$ cat config.mk
export PLATFORM = sky130hd
export DESIGN_NAME = pipe_fetch_stage
export DESIGN_NICKNAME = d
export VERILOG_FILES = /design/src/rtl/pipe_pkg.sv /design/src/rtl/pipe_fetch_stage.sv
export SDC_FILE = /design/constraint.sdc
export NUM_CORES = 1
export LEC_CHECK = 0
export ABC_CLOCK_PERIOD_IN_PS = 2700
export BUFFER_PORTS_ARGS = -buffer_cell sky130_fd_sc_hd__clkbuf_2
export CAP_MARGIN = 15
export CORE_MARGIN = 3
export CORE_UTILIZATION = 45
export CTS_CLUSTER_SIZE = 20
export DETAILED_ROUTE_END_ITERATION = 8
export PLACE_DENSITY = 0.81
export SLEW_MARGIN = 20
export SYNTH_ARGS = -nofsm -noshare
export SYNTH_HDL_FRONTEND = slang
export SYNTH_SLANG_ARGS = --single-unit
$ cat constraint.sdc
create_clock -name clk -period 2.7 [get_ports clk]
set_clock_uncertainty 0.15 [all_clocks]
set_input_delay 0.405 -clock clk [delete_from_list [all_inputs] [get_ports clk]]
set_output_delay 0.405 -clock clk [all_outputs]
set_load 0.02 [all_outputs]
$ cat src/rtl/pipe_pkg.sv
// Shared definitions for the ExperiarCore pipe: fetch state encoding and
// instruction constants.
package pipe_pkg;

    localparam int unsigned XLEN = 32;

    typedef enum logic [1:0] {
        FETCH_REQUEST = 2'd0,
        FETCH_HOLD    = 2'd1,
        FETCH_FAULT   = 2'd2
    } fetch_state_e;

    localparam logic [XLEN-1:0] PIPE_BUBBLE_INSTRUCTION = 32'h0000_0000;
    localparam logic [XLEN-1:0] INSTRUCTION_BYTES       = 32'd4;

endpackage

$ cat src/rtl/pipe_fetch_stage.sv
// Instruction fetch stage: owns the PC, fetches one word at a time over a
// request/ready handshake and hands it to the pipe on each step.
module pipe_fetch_stage
    import pipe_pkg::*;
#(
    parameter logic [31:0] RESET_PC = 32'h0000_0000
) (
    input  logic            clk,
    input  logic            rst_n,
    input  logic            stepPipe,
    input  logic            jumpEnable,
    input  logic [XLEN-1:0] jumpAddress,
    output logic            memRequest,
    output logic [XLEN-1:0] memAddress,
    input  logic            memReady,
    input  logic [XLEN-1:0] memDataRead,
    output logic [XLEN-1:0] fetchInstruction,
    output logic            fetchStall,
    output logic [XLEN-1:0] fetchPC,
    output logic            addressMisaligned
);

    fetch_state_e    state_q, state_d;
    logic [XLEN-1:0] pc_q, pc_d;
    logic [XLEN-1:0] pending_pc_q, pending_pc_d;
    logic            drop_response_q, drop_response_d;
    logic [XLEN-1:0] buffer_q, buffer_d;
    logic [XLEN-1:0] instruction_d;
    logic            stall_d;
    logic [XLEN-1:0] fetch_pc_d;
    logic            misaligned_d;
    logic            jump_taken;
    logic            response;

    // memAddress is the PC of the fetch in flight; a redirect waits in
    // pending_pc until the outstanding response has been absorbed.
    assign memRequest = rst_n && (state_q == FETCH_REQUEST);
    assign memAddress = pc_q;

    always_ff @(posedge clk) begin
        if (!rst_n) begin
            state_q           <= FETCH_REQUEST;
            pc_q              <= RESET_PC;
            pending_pc_q      <= RESET_PC;
            drop_response_q   <= 1'b0;
            buffer_q          <= PIPE_BUBBLE_INSTRUCTION;
            fetchInstruction  <= PIPE_BUBBLE_INSTRUCTION;
            fetchStall        <= 1'b1;
            fetchPC           <= '0;
            addressMisaligned <= 1'b0;
        end else begin
            state_q           <= state_d;
            pc_q              <= pc_d;
            pending_pc_q      <= pending_pc_d;
            drop_response_q   <= drop_response_d;
            buffer_q          <= buffer_d;
            fetchInstruction  <= instruction_d;
            fetchStall        <= stall_d;
            fetchPC           <= fetch_pc_d;
            addressMisaligned <= misaligned_d;
        end
    end

    always_comb begin
        state_d         = state_q;
        pc_d            = pc_q;
        pending_pc_d    = pending_pc_q;
        drop_response_d = drop_response_q;
        buffer_d        = buffer_q;
        instruction_d   = fetchInstruction;
        stall_d         = fetchStall;
        fetch_pc_d      = fetchPC;
        misaligned_d    = addressMisaligned;

        jump_taken = jumpEnable && (state_q != FETCH_FAULT);
        response   = memReady && (state_q == FETCH_REQUEST);

        if (jump_taken && (jumpAddress[1:0] != 2'b00)) begin
            state_d         = FETCH_FAULT;
            misaligned_d    = 1'b1;
            instruction_d   = PIPE_BUBBLE_INSTRUCTION;
            stall_d         = 1'b1;
            drop_response_d = 1'b0;
        end else begin
            // A jump always turns a coincident step into a bubble.
            if (stepPipe) begin
                if ((state_q == FETCH_HOLD) && !jumpEnable) begin
                    instruction_d = buffer_q;
                    fetch_pc_d    = pc_q;
                    stall_d       = 1'b0;
                    pc_d          = pc_q + INSTRUCTION_BYTES;
                    state_d       = FETCH_REQUEST;
                end else begin
                    instruction_d = PIPE_BUBBLE_INSTRUCTION;
                    stall_d       = 1'b1;
                end
            end

            if (jump_taken) begin
                if (state_q == FETCH_HOLD) begin
                    pc_d    = jumpAddress;
                    state_d = FETCH_REQUEST;
                end else if (response) begin
                    pc_d            = jumpAddress;
                    drop_response_d = 1'b0;
                end else begin
                    pending_pc_d    = jumpAddress;
                    drop_response_d = 1'b1;
                end
            end else if (response) begin
                if (drop_response_q) begin
                    pc_d            = pending_pc_q;
                    drop_response_d = 1'b0;
                end else begin
                    buffer_d = memDataRead;
                    state_d  = FETCH_HOLD;
                end
            end
        end
    end

endmodule

After elaboration in Yosys (flattened, before gate mapping)
Cells that the tools add are included.

Register bits after elaboration: 165. Bits of input ports: 69. Output and inout bits: 99. Word-level logic and storage cells: 54.

Add/subtract/negate cells: 1. Equality and inequality tests: 3. Muxes and demuxes: 20. Bitwise operators: 6. Reduce and logical (&&, ||, !) cells: 14.

Operator list (count): $mux W32 (8); $add A32 B3 Y32 const B (1); $mux W2 (7); $reduce_and A4 Y1 (2); $not A1 Y1 (6); $logic_and A1 B1 Y1 (5); $mux W1 (5); $ne A2 B2 Y1 const B (2); $reduce_bool A2 Y1 (2); $reduce_and A3 Y1 (1); $eq A2 B1 Y1 const B (1); $logic_not A2 Y1 (1); $reduce_and A2 Y1 (1); $reduce_or A2 Y1 (1); $logic_not A1 Y1 (1).

Depth between registers and ports, before layout
Word-level depth: 8. Mapped depth: 8. Mapped depth without buffers: 6.

Worst setup path after synthesis
Ideal clock, no wire load.

Path type: register -> register. Start: register pc_q[10] (netlist: memAddress[10]). End: register pc_q[30] (netlist: memAddress[30]). Setup time: 0.081 ns. Arrival time: 2.092 ns. Required time: 2.469 ns. Slack: 0.377 ns. Cell stages (with the launch flop): 7. Buffers on the path: 2. Clock period less this slack: 2.323 ns. Path through: dfxtp_1 > buf_2 > nand4_2 > or4_1 > buf_2 > or4_1 > a41oi_1.

Cells in the longest elaborated chain, start to end: 6. Elaborated cells between the ends (all ways): 8.

RTL lines: start: declaration (line pipe_fetch_stage.sv:24) `logic [XLEN-1:0] pc_q, pc_d;`; start signal: assignment (line pipe_fetch_stage.sv:53) `pc_q <= pc_d;`; $add A32 B3 Y32 * (line pipe_fetch_stage.sv:91) `pc_d = pc_q + INSTRUCTION_BYTES;`; $mux W32 * (line pipe_fetch_stage.sv:87) `if ((state_q == FETCH_HOLD) && !jumpEnable) begin`; $mux W32 * (line pipe_fetch_stage.sv:86) `if (stepPipe) begin`; $mux W32, on equally long branches (line pipe_fetch_stage.sv:111, pipe_fetch_stage.sv:103); $mux W32, on equally long branches (line pipe_fetch_stage.sv:110, pipe_fetch_stage.sv:100); $mux W32 * (line pipe_fetch_stage.sv:99) `if (jump_taken) begin`.

Mark *: on every way between the ends. The rest lies on a longest branch, timed or not. A chain may end at the register's enable or synchronous reset.

Final worst setup path
Start: register pc_q[14] (netlist: memAddress[14]). End: register pc_q[30] (netlist: memAddress[30]).

Same word-level chain as after synthesis.

==> flow_summary.ini <==
[floorplanning]
die_w_um = 129.9
start_util_pct = 46.83
core_um2 = 14750
ios = 168
rows = 44
die_area_um2 = 16880
die_y_um = 129.9

[sta]
tns_ps = 0
post-route-min-period_ps = 2393
setup_ws_ps = 307.4
slew_violations = 0
fin_crit_sh_pct = 88.62
slew_headroom_pct = 53.57
setup_viol = 0
max_freq_ghz = 0.4179
rsz0062_at_grt = false
tightestPinTransition_ps = 696.5
hold_viol_final = 0

[synthesis]
synth_top_area_share_pct = 47.81
syn_nets = 952
synth-edff-count = 0
ys_ff_latch = 165
syn_inst = 882
synthTopCellsByArea = dfxtp_1 (48%), nand2_1 (12%), a21oi_1 (11%)
synthMostInstantiatedCell = nand2_1
synth_common_cells = nand2_1 (214), dfxtp_1 (165), a21oi_1 (158)
synth_warnings = 0
ys_seq_area_share_pct = 47.81
ys.flop_type = dfxtp_1
synth.distinct_cells = 57
synthesis.area_um2 = 6909
syn_avg_cell_area_um2 = 7.833
synth_area_leader_cell = dfxtp_1
synthArstFlopShare_pct = 0

[run_status]
status = finished, final reports clean

[placement]
place.gp.congestion = 0.8331
preCtsSetupSlack_ps = 313.3
place_hpwl_mm = 12.45
io_buffers = 167

[routing]
dr.pass1.iters = 6
wl_mm = 18.93
drtIter0Drc = 467
vias_per_cell = 5.488
num_vias = 6674
wire_per_inst_um = 15.57
route.detailed.drc = 0
ant_nets = 0

[clock_tree]
cts.sinks = 165
htreeDepth = 4
cts_root_buffer = clkbuf_16
clock_latency_ps = 420
cts_tree = yes
post_cts.repair.setup_buffers = 0
cts_resized = 0
path_clk_slew_ps = 60
postCtsHoldBufs = 0
cts_buffers = 17
clock_path_buffers = 2

[global_routing]
grt.overflow.total = 0
antenna_found_initial = 0
grt_pass1_wl_mm = 30.45
grt_pass1_vias = 6173
grtUsageTotal_pct = 22.26
grt_max_degree = 87

[setup_path]
cp_num_buf_inv = 0
crit_fanout = 10
cpPeakStageDelay_ps = 690
cpLargestDelayFamily = simple AND/OR/NAND/NOR gates
arrival_ps = 2590
criticalPathCategory = reg2reg
critPathSlowestCell = or4_1
cp_common_cell = or4_1
reg2reg_from = memAddress[14]
critical_path_required_ps = 2900
r2r-end = memAddress[30]
start_kind = flop
rr_worst_depth = 4
crit_path_end_kind = flop
r2r_slack_ps = 310
path_cells = nand4_1 > or4_1 > or4_1 > a41oi_1

[min_path]
hp-start = memDataRead[0]
min_path_cells = 3
hp-class = in2reg
worstHoldEndpoint = buffer_q[0]

[power]
leakagePower_nw = 3.264
vdd_drop_max_v = 0.0005115
p_per_area_nw_per_um2 = 630.4

[cells_and_area]
syn_to_final_growth_pct = 23.63
nNetsFinal = 1091
drive_above_1_share_pct = 23.55
diodes = 0

[flow_run]
maxCapViolCount = 0
-- sequential cells by signal, summed over array words and instances (netlist names) --
signal / count
buffer_q: 32
fetchInstruction: 32
fetchPC: 32
memAddress: 32
pending_pc_q: 32
state_q: 2
addressMisaligned: 1
drop_response_q: 1
fetchStall: 1
-- through the flow --
stage	util, %	std cells	instance area, um^2	power, mW	hold slack, ps
2_1_floorplan	-	882	6909	2.783	285.9
3_3_place_gp	53.80	1186	7938	2.940	290.4
3_5_place_dp	53.80	1186	7938	2.949	296.0
4_1_cts	57.90	1216	8542	5.416	39.78
5_1_grt	57.90	1216	8542	5.576	47.65
6_report	57.90	1216	8542	5.385	52.52
-- per-layer routing --
| metal | global-route usage, % | vias to the layer above | routed length (um) |
|---|---|---|---|
| met5 | 0 | - | 0 |
| met4 | 6.479 | 0 | 306 |
| met3 | 7.000 | 23 | 1682 |
| met2 | 36.46 | 270 | 8819 |
| met1 | 28.36 | 3081 | 8126 |
| li1 | - | 3300 | - |
-- worst max-delay path by stage --
stage	from	endpoint	slack, ps	cells after the start
after floorplan	memAddress[10]	memAddress[30]	380	6
after global placement	jumpEnable	memAddress[20]	330	7
after detailed placement	jumpEnable	memAddress[30]	310	6
after CTS	memAddress[11]	memAddress[30]	340	4
after global routing	memAddress[11]	memAddress[30]	200	4
final	memAddress[14]	memAddress[30]	310	4
-- cell usage in the layout (no fill, tap or decap), types with 6 or more instances in the layout --
cell type	instances
o21a_1	10
nand3_1	11
clkbuf_16	17
nand2_1	214
nor2_1	58
dfxtp_1	165
buf_4	27
nor3_1	14
a222oi_1	17
a22oi_1	6
nor2b_1	33
clkbuf_2	167
nand4_1	9
o21ai_0	27
a21oi_1	157
xnor2_1	9
-- worst min-delay path: stages --
cell and delay [ps]:
clkbuf_2 80, nand2_1 50, a21oi_1 50
-- where the power goes --
part | leakage (nW) | switching, mW | internal, mW | total [mW]
registers | 1.33 | 0.0394 | 2.48 | 2.52
clock network | 0.284 | 0.987 | 1.50 | 2.49
logic | 1.65 | 0.246 | 0.132 | 0.377
total | 3.26 | 1.27 | 4.11 | 5.38
-- cell type report --
class / instances / area (um^2)
flip-flops and latches: 165 / 3303
well taps: 184 / 230.2
clock buffers: 19 / 452.9
repair buffers: 196 / 1079
clock inverters: 11 / 151.4
inverters: 5 / 21.27
multi-input cells: 636 / 3304
fillers: 1373 / 6212
-- kinds of logic (layout without fill, tap and decap cells) --
group           after synthesis  in the layout  synth area share (%)
xor+xnor                     13             13                 1.648
fa+ha+maj                     1              1                0.1811
flops                       165            165                 47.81
compound gates              242            242                 20.36
simple gates                378            378                 24.88
buf+inv                      81            231                 4.835
mux                           2              2                0.2898
(Power assumes the default switching activity.)
